### src/rtl/stream_demux_pkg.sv
// Shared constants and types for the 1-to-4 nibble stream demultiplexer.
package stream_demux_pkg;

  localparam int unsigned LANES     = 4;
  localparam int unsigned SEL_W     = 2;
  localparam int unsigned DEF_DW    = 4;
  localparam int unsigned DEF_CNT_W = 8;

  typedef logic [SEL_W-1:0] lane_sel_t;

endpackage : stream_demux_pkg

### src/rtl/demux_lane_reg.sv
// One-entry lane holding register with an accepted-beat counter.
// A load in the same cycle as a drain replaces the held beat without a bubble.
module demux_lane_reg
  import stream_demux_pkg::*;
#(
  parameter int unsigned DW    = DEF_DW,
  parameter int unsigned CNT_W = DEF_CNT_W
) (
  input  logic             clk,
  input  logic             rst_n,
  input  logic             load,
  input  logic             drain,
  input  logic [DW-1:0]    load_data,
  output logic             valid,
  output logic [DW-1:0]    data,
  output logic [CNT_W-1:0] cnt
);

  logic             valid_q, valid_d;
  logic [DW-1:0]    data_q, data_d;
  logic [CNT_W-1:0] cnt_q, cnt_d;

  // Next-state: load wins, otherwise a drained beat empties the lane.
  always_comb begin
    valid_d = valid_q;
    data_d  = data_q;
    cnt_d   = cnt_q;
    if (valid_q && drain) begin
      valid_d = 1'b0;
    end
    if (load) begin
      valid_d = 1'b1;
      data_d  = load_data;
      cnt_d   = cnt_q + CNT_W'(1);
    end
  end

  // Lane state registers.
  always_ff @(posedge clk or negedge rst_n) begin
    if (!rst_n) begin
      valid_q <= 1'b0;
      data_q  <= '0;
      cnt_q   <= '0;
    end else begin
      valid_q <= valid_d;
      data_q  <= data_d;
      cnt_q   <= cnt_d;
    end
  end

  assign valid = valid_q;
  assign data  = data_q;
  assign cnt   = cnt_q;

endmodule : demux_lane_reg

### src/rtl/stream_demux4.sv
// Registered 1-to-4 stream demultiplexer with per-lane valid/ready.
// Optional build macro DEMUX_RR_EN: destination comes from an internal
// round-robin pointer that advances only on accepted beats; in_sel is ignored.
module stream_demux4
  import stream_demux_pkg::*;
#(
  parameter int unsigned DW    = DEF_DW,
  parameter int unsigned CNT_W = DEF_CNT_W
) (
  input  logic             clk,
  input  logic             rst_n,
  input  logic             in_valid,
  output logic             in_ready,
  input  logic [SEL_W-1:0] in_sel,
  input  logic [DW-1:0]    in_data,
  output logic [LANES-1:0] out_valid,
  input  logic [LANES-1:0] out_ready,
  output logic [DW-1:0]    out_data0,
  output logic [DW-1:0]    out_data1,
  output logic [DW-1:0]    out_data2,
  output logic [DW-1:0]    out_data3,
  output logic [CNT_W-1:0] lane_cnt0,
  output logic [CNT_W-1:0] lane_cnt1,
  output logic [CNT_W-1:0] lane_cnt2,
  output logic [CNT_W-1:0] lane_cnt3
);

  lane_sel_t        dst;
  logic             accept;
  logic [LANES-1:0] load;
  logic [DW-1:0]    lane_data [LANES];
  logic [CNT_W-1:0] lane_cnt  [LANES];

`ifdef DEMUX_RR_EN
  lane_sel_t ptr_q, ptr_d;
  logic      unused_sel;

  // Pointer moves on to the next lane only when a beat is taken.
  always_comb begin
    ptr_d = ptr_q;
    if (accept) begin
      ptr_d = ptr_q + lane_sel_t'(1);
    end
  end

  // Round-robin pointer register.
  always_ff @(posedge clk or negedge rst_n) begin
    if (!rst_n) begin
      ptr_q <= '0;
    end else begin
      ptr_q <= ptr_d;
    end
  end

  assign dst        = ptr_q;
  assign unused_sel = ^in_sel;
`else
  assign dst = in_sel;
`endif

  // Destination lane can take a beat when empty or draining this cycle.
  assign in_ready = !out_valid[dst] || out_ready[dst];
  assign accept   = in_valid && in_ready;

  // One-hot load strobe towards the destination lane.
  always_comb begin
    load = '0;
    if (accept) begin
      load[dst] = 1'b1;
    end
  end

  for (genvar i = 0; i < LANES; i++) begin : g_lane
    demux_lane_reg #(
      .DW    (DW),
      .CNT_W (CNT_W)
    ) u_lane (
      .clk       (clk),
      .rst_n     (rst_n),
      .load      (load[i]),
      .drain     (out_ready[i]),
      .load_data (in_data),
      .valid     (out_valid[i]),
      .data      (lane_data[i]),
      .cnt       (lane_cnt[i])
    );
  end

  assign out_data0 = lane_data[0];
  assign out_data1 = lane_data[1];
  assign out_data2 = lane_data[2];
  assign out_data3 = lane_data[3];
  assign lane_cnt0 = lane_cnt[0];
  assign lane_cnt1 = lane_cnt[1];
  assign lane_cnt2 = lane_cnt[2];
  assign lane_cnt3 = lane_cnt[3];

endmodule : stream_demux4

### config.mk
export PLATFORM = sky130hd
export DESIGN_NAME = stream_demux4
export DESIGN_NICKNAME = d
export VERILOG_FILES = /design/src/rtl/stream_demux_pkg.sv /design/src/rtl/demux_lane_reg.sv /design/src/rtl/stream_demux4.sv
export SDC_FILE = /design/constraint.sdc
export NUM_CORES = 1
export LEC_CHECK = 0
export ABC_AREA = 1
export CORE_AREA = 5 5 97 99
export DETAILED_ROUTE_END_ITERATION = 8
export DIE_AREA = 0 0 102 104
export GPL_TIMING_DRIVEN = 0
export PLACE_DENSITY = 0.7
export SLEW_MARGIN = 10
export SYNTH_ARGS = -nofsm -noshare
export SYNTH_HDL_FRONTEND = slang
export SYNTH_SLANG_ARGS = --single-unit
### constraint.sdc
create_clock -name clk -period 3.2 [get_ports clk]
set_input_delay 0.64 -clock clk [delete_from_list [all_inputs] [get_ports clk]]
set_output_delay 0.64 -clock clk [all_outputs]
set_load 0.05 [all_outputs]
==> reports/results.tsv, run 1 <==
stage	metric	value	unit
outcome	status	finished, final reports clean	
grt	global-route usage over all layers	0.144	
yosys	syn nets	387	
power	Max VDD drop	0.000300	V
final_layout	sequential cell area	1300	um^2
power	PwrDens	676	nW/um^2
final_layout	most frequent cells in the layout	nand2_1 (155), clkdlybuf4s50_1 (61), dfrtp_1 (52)	
flow_run	Max Cap Viol	0	
critical_path	WS Path Type	in -> out	
timing	worst slew pin tran	0.600	ns
critical_path	worst-path fanout max	10	
clocking	Sink Count	52	
clocking	CTS clk-pin slew, worst paths	0.10	ns
critical_path	startpoint types	primary input	
detailed_routing	Via density	4.87	
critical_path	internal reg-to-reg setup slack	1.82	ns
timing	Hold Fails Final Rpt	0	
place	I/O Buffers	63	
critical_path	RR Startpoint	g_lane[3].u_lane.valid	
critical_path	crit path capture type	output pin	
yosys	synthesized area per cell	7.68	um^2
yosys	Ys Warns	0	
clocking	CTS Buffer Depth	2	
clocking	# hold bufs at CTS	0	
timing	Slew headroom	0.600	
grt	vias in the first global route	2586	
timing	Final WS setup	0.311	ns
yosys	gate count after technology mapping	370	
timing	Layout Skew	0.0122	ns
final_layout	area of the multi-input gates	1310	um^2
yosys	Mapped Area	2840	um^2
hold_path	HP Class	in -> async	
final_layout	fillcell total	865	
floorplan	Die H	104	um
yosys	flops & latches, synth	52	
detailed_routing	initial drt markers	145	
floorplan	Cell Rows	34	
critical_path	Data required, critical path	2.56	ns
final_layout	ANT cells	0	
floorplan	Starting Density	0.336	
timing	crit path time final	2.89	ns
timing	FMAX	0.346	GHz
timing	unrepaired setup endpoints after global routing	no	
grt	global-route wire length before repair	12.6	mm
yosys	register area share after synthesis	0.458	
place	Final Wtd Congestion	0.773	
clocking	CTS tree	built	
detailed_routing	first-pass detailed-route iteration total	4	
timing	Final setup viols	0	
floorplan	core box area	8470	um^2
detailed_routing	final WL	7.46	mm
grt	Remaining Overflow, GRT	0	
clocking	clock latency at the later pin of the worst-skew pair	0.31	ns
power	Leak Pwr	1.79	nW
detailed_routing	WL/cell	13.6	um
clocking	setup bufs post-CTS	0	
floorplan	# IOs	66	
critical_path	Crit path arrival time	2.25	ns
place	dpl ws	-0.236	ns
final_layout	Nets	458	
floorplan	Die X-Extent	102	um
timing	setup TNS	0	ns
detailed_routing	ANT nets after route	0	
clocking	Inserted Clock Buffers	5	
floorplan	total die area	10600	um^2
timing	Slew Viols, Final	0	
detailed_routing	DRC viols	0	
detailed_routing	vias after detailed routing	2678	
clocking	Root Buffer Master	clkbuf_8	
final_layout	layout cells sized above 1	0.0814	
timing	fin crit share	0.903	
clocking	htree depth	2	
grt	initial antenna violation count	0	
final_layout	most common cell after layout, fill and taps aside	nand2_1	
final_layout	Layout area overhead	31.6	%
grt	largest net degree at the start of global routing	29	
critical_path	worst setup path startpoint	in_sel[1]	
yosys	synth unique cells	22	
place	detailed placer's ending HPWL	5.62	mm
-- power breakdown --
part / switching, mW / internal, mW / leakage, nW
combinational: 0.728 / 0.364 / 1.05
sequential: 0.166 / 0.786 / 0.681
clock: 0.225 / 0.256 / 0.0614
total: 1.12 / 1.41 / 1.79
-- final cells by class --
| cell class | count | area share |
|---|---|---|
| clock inverter | 2 | 0.0104 |
| clock buffer | 6 | 0.0221 |
| tap | 108 | 0.0362 |
| timing repair buffer | 64 | 0.171 |
| buffer | 24 | 0.0375 |
| inverter | 23 | 0.0231 |
| multi-input combinational | 271 | 0.351 |
| sequential | 52 | 0.348 |
-- state kept, by name (all words and copies together) (netlist names) --
signal and count:
g_lane.u_lane.cnt 32, g_lane.u_lane.data 16, g_lane.u_lane.valid 4
-- cells by family after synthesis --
group / count (synthesis) / share of synthesized area
DFF: 52 / 0.458
buffers and inverters: 47 / 0.0797
AOI/OAI and AO/OA: 9 / 0.0159
and+or+nand+nor: 246 / 0.392
adders and majority gates: 4 / 0.0176
xor gates and xnor gates: 12 / 0.0370
-- worst paths after layout --
kind | to | cells past startpoint
max | in_ready | 8
min | g_lane[0].u_lane.cnt[3] | 1
max reg2reg | g_lane[1].u_lane.cnt[2] | 9
min reg2reg | g_lane[2].u_lane.data[0] | 2
max in group asynchronous | g_lane[1].u_lane.data[3] | 2
min in group clk | g_lane[2].u_lane.data[0] | 2
-- routing by layer --
layer / part of all wire / wire [um] / global-route usage / vias up
met1: 0.44 / 3320 / 0.197 / 1258
li1: - / - / - / 1345
met3: 0.060 / 447 / 0.0342 / 7
met2: 0.48 / 3620 / 0.235 / 68
met4: 0.010 / 76 / 0.0253 / 0
met5: 0 / 0 / 0 / -
-- cells in the mapped netlist --
master,n,area (um^2)
buf_1,4,15.0
buf_2,7,35.0
buf_4,7,52.6
buf_6,2,22.5
clkbuf_1,4,15.0
dfrtp_1,52,1300
ha_1,4,50.1
inv_1,21,78.8
inv_2,2,7.51
nand2_1,155,582
nand2_4,1,11.3
nand3_1,18,90.1
nand3_2,4,40.0
nand3b_1,1,7.51
nand4_1,48,300
nor2_1,17,63.8
nor2_2,1,6.26
nor2_4,1,11.3
o21ai_0,7,35.0
o21ai_1,2,10.0
xnor2_1,8,70.1
xor2_1,4,35.0
-- worst max-delay path, cell delays in order --
cell,delay [ns]
clkdlybuf4s50_1,0.56
nor2_4,0.23
nand2_1,0.07
nand2_1,0.07
nor2_2,0.05
nand2_4,0.11
buf_2,0.22
clkbuf_2,0.31
-- timing repair --
action	4_1_cts	5_1_grt
setup endpoints to repair	1	1
endpoints found under the hold margin	0	0
gates resized for setup	1	2
-- metrics by stage --
stage | total power, mW | cell area (um^2) | cells | utilization | hold WS, ns
finish | 2.52 | 3740 | 550 | 0.441 | 0.319
global route | 2.66 | 3740 | 550 | 0.441 | 0.361
CTS | 2.56 | 3740 | 550 | 0.442 | 0.339
detailed placement | 2.07 | 3620 | 542 | 0.428 | 0.461
global placement | 2.04 | 3610 | 541 | 0.426 | 0.457
floorplan | 1.66 | 2840 | 370 | - | 0.344
Power figures use the tool's default switching activity.
==> inputs of run 2 (changes only) <==
==> constraint.sdc (replaced) <==
create_clock -name clk -period 3.5 [get_ports clk]
set_input_delay 0.7 -clock clk [delete_from_list [all_inputs] [get_ports clk]]
set_output_delay 0.7 -clock clk [all_outputs]
set_load 0.05 [all_outputs]
==> reports/results.tsv, run 2 (synthesis gave the netlist of run 1 again) <==
stage	metric	value	unit
outcome	status	finished, final reports clean	
floorplan	core box area	8470	um^2
floorplan	Die X-Extent	102	um
critical_path	worst-path fanout max	10	
grt	M1 GR Usage	0.197	
grt	global-route wire length before repair	12.6	mm
floorplan	# IOs	66	
timing	Hold Fails Final Rpt	0	
timing	Slew headroom	0.599	
timing	Slew Viols, Final	0	
floorplan	Cell Rows	34	
detailed_routing	final WL	7.46	mm
grt	met3 usage	0.0342	
detailed_routing	first-pass detailed-route iteration total	4	
clocking	htree depth	2	
power	switching part of the total power	0.443	
timing	crit path time final	3.26	ns
critical_path	WS Path Type	in -> out	
detailed_routing	vias after detailed routing	2676	
hold_path	HP Class	in -> async	
grt	global-route usage over all layers	0.144	
grt	initial antenna violation count	0	
detailed_routing	WL/cell	13.6	um
grt	largest net degree at the start of global routing	29	
final_layout	most common cell after layout, fill and taps aside	nand2_1	
critical_path	internal reg-to-reg setup slack	2.12	ns
final_layout	max FFs per register	32	
critical_path	Data required, critical path	2.80	ns
place	detailed placer's ending HPWL	5.62	mm
timing	Final WS setup	0.245	ns
critical_path	crit path capture type	output pin	
floorplan	Die H	104	um
final_layout	final non-filler cell total	550	
clocking	CTS tree	built	
clocking	clock latency at the later pin of the worst-skew pair	0.31	ns
timing	Layout Skew	0.0125	ns
final_layout	most frequent cells in the layout	nand2_1 (155), clkdlybuf4s50_1 (61), dfrtp_1 (52)	
timing	unrepaired setup endpoints after global routing	no	
timing	worst slew pin tran	0.601	ns
critical_path	Worst Reg-to-Reg Cells	9	
clocking	CTS Buffer Depth	2	
clocking	Inserted Clock Buffers	5	
place	dpl ws	-0.0561	ns
power	internal power component	1.29	mW
power	Max VDD drop	0.000274	V
clocking	setup bufs post-CTS	0	
final_layout	layout cells sized above 1	0.0792	
floorplan	total die area	10600	um^2
grt	busiest grt layer	met2	
power	Switch Pwr	1.02	mW
power	Comb power frac	0.433	
critical_path	startpoint types	primary input	
final_layout	fin util	0.442	
critical_path	Crit path arrival time	2.56	ns
final_layout	ANT cells	0	
grt	vias in the first global route	2586	
timing	fin crit share	0.930	
detailed_routing	DRC viols	0	
final_layout	Nets	458	
detailed_routing	initial drt markers	145	
final_layout	Layout area overhead	31.7	%
clocking	Sink Count	52	
power	Clock power frac	0.191	
critical_path	FF-to-FF End	g_lane[1].u_lane.cnt[2]	
grt	Remaining Overflow, GRT	0	
clocking	Root Buffer Master	clkbuf_8	
timing	FMAX	0.307	GHz
power	share of power burned in registers	0.377	
detailed_routing	ANT nets after route	0	
final_layout	fillcell total	865	
clocking	CTS clk-pin slew, worst paths	0.10	ns
detailed_routing	Via density	4.87	
timing	Final setup viols	0	
power	Leak Pwr	1.79	nW
place	I/O Buffers	63	
flow_run	Max Cap Viol	0	
grt	GR Layer Usage met2	0.235	
place	Inst Count DP	542	
critical_path	RR Startpoint	g_lane[3].u_lane.valid	
floorplan	Starting Density	0.336	
power	PwrDens	617	nW/um^2
place	Final Wtd Congestion	0.773	
-- run 2: critical path, cell delays in order --
cell and delay [ns]:
clkdlybuf4s50_1 0.56, nor2_4 0.23, nand2_1 0.07, nand2_1 0.07, nor2_2 0.05, nand2_4 0.11
buf_2 0.22, dlygate4sd2_1 0.55
-- run 2: cell type report --
| cell class | instances | area [um^2] | area share |
|---|---|---|---|
| multi-input combinational | 271 | 1310 | 0.351 |
| sequential | 52 | 1300 | 0.348 |
| timing repair buffer | 64 | 644 | 0.172 |
| buffer | 24 | 140 | 0.0375 |
| tap | 108 | 135 | 0.0361 |
| inverter | 23 | 86.3 | 0.0231 |
| clock buffer | 6 | 82.6 | 0.0221 |
| clock inverter | 2 | 38.8 | 0.0104 |
-- run 2: worst max-delay path by stage --
stage | from | end | slack (ns) | depth (start not counted)
after CTS | in_sel[1] | in_ready | 0.22 | 8
after global placement | in_sel[1] | in_ready | -0.05 | 8
after detailed placement | in_sel[1] | in_ready | -0.06 | 8
after floorplan | in_sel[0] | in_ready | 1.25 | 7
after global routing | in_sel[1] | in_ready | 0.09 | 8
final | in_sel[1] | in_ready | 0.24 | 8
-- run 2: layer usage --
| metal | part of all wire | routed length [um] |
|---|---|---|
| met1 | 0.44 | 3300 |
| met2 | 0.48 | 3620 |
| met3 | 0.063 | 467 |
| met4 | 0.010 | 76 |
| met5 | 0 | 0 |
-- run 2: through the flow --
stage,hold WS [ns],total power [mW],instance area (um^2),TNS (ns)
after floorplan,0.404,1.52,2840,0
after global placement,0.457,1.87,3610,-0.0499
after detailed placement,0.461,1.89,3620,-0.0561
after CTS,0.399,2.34,3740,0
after global routing,0.421,2.43,3740,0
final,0.379,2.31,3740,0
-- run 2: what timing repair did --
item,CTS,global route
endpoints found under the setup margin,1,0
hold buffers,0,0
gates resized for setup,1,0
-- run 2: power groups by stage --
stage               clock network, mW  logic (mW)  registers, mW
floorplan                           0       0.267           1.25
global route                    0.474        1.07          0.895
finish                          0.440       0.999          0.870
CTS                             0.454        1.01          0.871
global placement                    0       0.993          0.875
detailed placement                  0        1.01          0.882
==> inputs of run 3 (changes only) <==
--- a/config.mk
+++ b/config.mk
@@ -9,7 +9,6 @@
 export CORE_AREA = 5 5 97 99
 export DETAILED_ROUTE_END_ITERATION = 8
 export DIE_AREA = 0 0 102 104
-export GPL_TIMING_DRIVEN = 0
 export PLACE_DENSITY = 0.7
 export SLEW_MARGIN = 10
 export SYNTH_ARGS = -nofsm -noshare
==> reports/results.tsv, run 3 (synthesis gave the netlist of run 1 again) <==
stage	metric	value	unit
floorplan	Die X-Extent	102	um
place	Final Wtd Congestion	0.770	
clocking	# hold bufs at CTS	0	
power	total design power	2.28	mW
final_layout	ANT cells	0	
place	DP Area	3540	um^2
timing	worst hold slack	0.480	ns
detailed_routing	vias after detailed routing	2643	
timing	crit path time final	2.95	ns
critical_path	WS Path Type	in -> out	
detailed_routing	DR WL met3	444	um
detailed_routing	first-pass detailed-route iteration total	4	
critical_path	Crit path arrival time	2.25	ns
timing	Slew headroom	0.388	
final_layout	most common cell after layout, fill and taps aside	nand2_1	
final_layout	max FFs per register	32	
power	PwrDens	624	nW/um^2
floorplan	Die H	104	um
grt	initial antenna violation count	0	
grt	Remaining Overflow, GRT	0	
critical_path	worst-path fanout max	30	
floorplan	Starting Density	0.336	
outcome	status	finished, final reports clean	
timing	worst slew pin tran	0.919	ns
clocking	setup bufs post-CTS	0	
detailed_routing	WL/cell	13.8	um
timing	fin crit share	0.843	
clocking	Inserted Clock Buffers	5	
clocking	CTS Buffer Depth	2	
detailed_routing	top sig layer	met4	
final_layout	most frequent cells in the layout	nand2_1 (155), clkdlybuf4s50_1 (62), dfrtp_1 (52)	
detailed_routing	initial drt markers	106	
timing	Final setup viols	0	
timing	Hold Fails Final Rpt	0	
detailed_routing	final WL	7.36	mm
critical_path	RR Startpoint	g_lane[1].u_lane.valid	
hold_path	HP Class	reg -> reg	
timing	FMAX	0.339	GHz
detailed_routing	ANT nets after route	0	
clocking	CTS clk-pin slew, worst paths	0.10	ns
floorplan	core box area	8470	um^2
critical_path	CP Cell Sequence	clkdlybuf4s50_1 -> inv_2 -> nand3_1 -> nand2_1 -> nor2_2 -> nand2_4 -> buf_12	
clocking	htree depth	2	
final_layout	final std cell area, no fill	3650	um^2
critical_path	Slowest cell on crit path	clkdlybuf4s50_1	
grt	global-route usage over all layers	0.142	
final_layout	fin util	0.431	
final_layout	Nets	442	
clocking	clock latency at the later pin of the worst-skew pair	0.31	ns
clocking	Root Buffer Master	clkbuf_8	
hold_path	Hold Crit Start	g_lane[2].u_lane.data[2]	
place	detailed placer's ending HPWL	5.14	mm
critical_path	worst setup path startpoint	in_sel[0]	
final_layout	layout cells sized above 1	0.0610	
detailed_routing	Via density	4.95	
detailed_routing	met2 wire len	3.62	mm
floorplan	total die area	10600	um^2
place	I/O Buffers	65	
detailed_routing	DRC viols	0	
clocking	CTS tree	built	
timing	unrepaired setup endpoints after global routing	no	
critical_path	Data required, critical path	2.80	ns
critical_path	internal reg-to-reg setup slack	1.82	ns
floorplan	Cell Rows	34	
detailed_routing	met1 wire length	3.17	mm
final_layout	Layout area overhead	28.4	%
final_layout	fillcell total	849	
power	Max VDD drop	0.000392	V
flow_run	Max Cap Viol	0	
timing	Slew Viols, Final	0	
clocking	Resized Gates After CTS	0	
critical_path	crit-path leading delay family	buffers and inverters	
critical_path	crit path capture type	output pin	
critical_path	startpoint types	primary input	
grt	global-route wire length before repair	12.3	mm
clocking	Sink Count	52	
timing	Layout Skew	0.00608	ns
grt	largest net degree at the start of global routing	40	
critical_path	CP bufs+invs	3	
timing	setup TNS	0	ns
grt	vias in the first global route	2530	
critical_path	crit-path max cell delay	0.66	ns
power	Leak Pwr	1.74	nW
floorplan	# IOs	66	
run 3: changes by cell type in the layout (fill, tap and decap cells not counted):
cell / previous run / this run
clkbuf_8: 6 / 5
buf_6: 2 / 0
clkinv_4: 1 / 0
clkdlybuf4s50_1: 61 / 62
buf_2: 8 / 2
clkbuf_1: 4 / 1
clkinv_2: 0 / 1
dlygate4sd2_1: 1 / 0
buf_1: 4 / 0
run 3: path summary, 6_finish.rpt:
path / endpoint / depth (start not counted)
max: in_ready / 7
min: g_lane[2].u_lane.data[2] / 2
max reg2reg: g_lane[1].u_lane.cnt[3] / 8
min reg2reg: g_lane[2].u_lane.data[2] / 2
max in group asynchronous: g_lane[3].u_lane.cnt[5] / 2
min in group asynchronous: g_lane[0].u_lane.cnt[2] / 1
run 3: final cells by class:
cell class,count,area (um^2),share of cell area
repair buffers,72,703,0.193
flip-flops and latches,52,1300,0.357
inverters,23,86.3,0.0237
multi-input cells,271,1310,0.360
clock buffers,6,72.6,0.0199
well taps,108,135,0.0371
clock inverters,2,35.0,0.00961
run 3: routing by layer:
| layer | GRT usage | up-vias |
|---|---|---|
| met1 | 0.189 | 1235 |
| met3 | 0.0295 | 11 |
| met4 | 0.0459 | 0 |
| met5 | 0 | - |
| met2 | 0.229 | 81 |
| li1 | - | 1316 |
run 3: tightest hold or removal path, delay by kind of cell, from the launching register on:
family | cells | cell delay [ns]
simple gates | 2 | 0.10
flops | 1 | 0.35
run 3: stage by stage:
stage / setup slack, ns / cells
after global routing: 0.431 / 534
after global placement: 0.615 / 526
final: 0.549 / 534
after detailed placement: 0.555 / 526
after CTS: 0.549 / 534
after floorplan: 1.25 / 370
run 3: power by group:
group          leakage [nW]  switching [mW]  internal, mW  total (mW)
Clock                0.0552           0.209         0.213       0.422
Combinational          1.01           0.663         0.325       0.988
Sequential            0.681           0.148         0.718       0.866
Total                  1.74            1.02          1.26        2.28
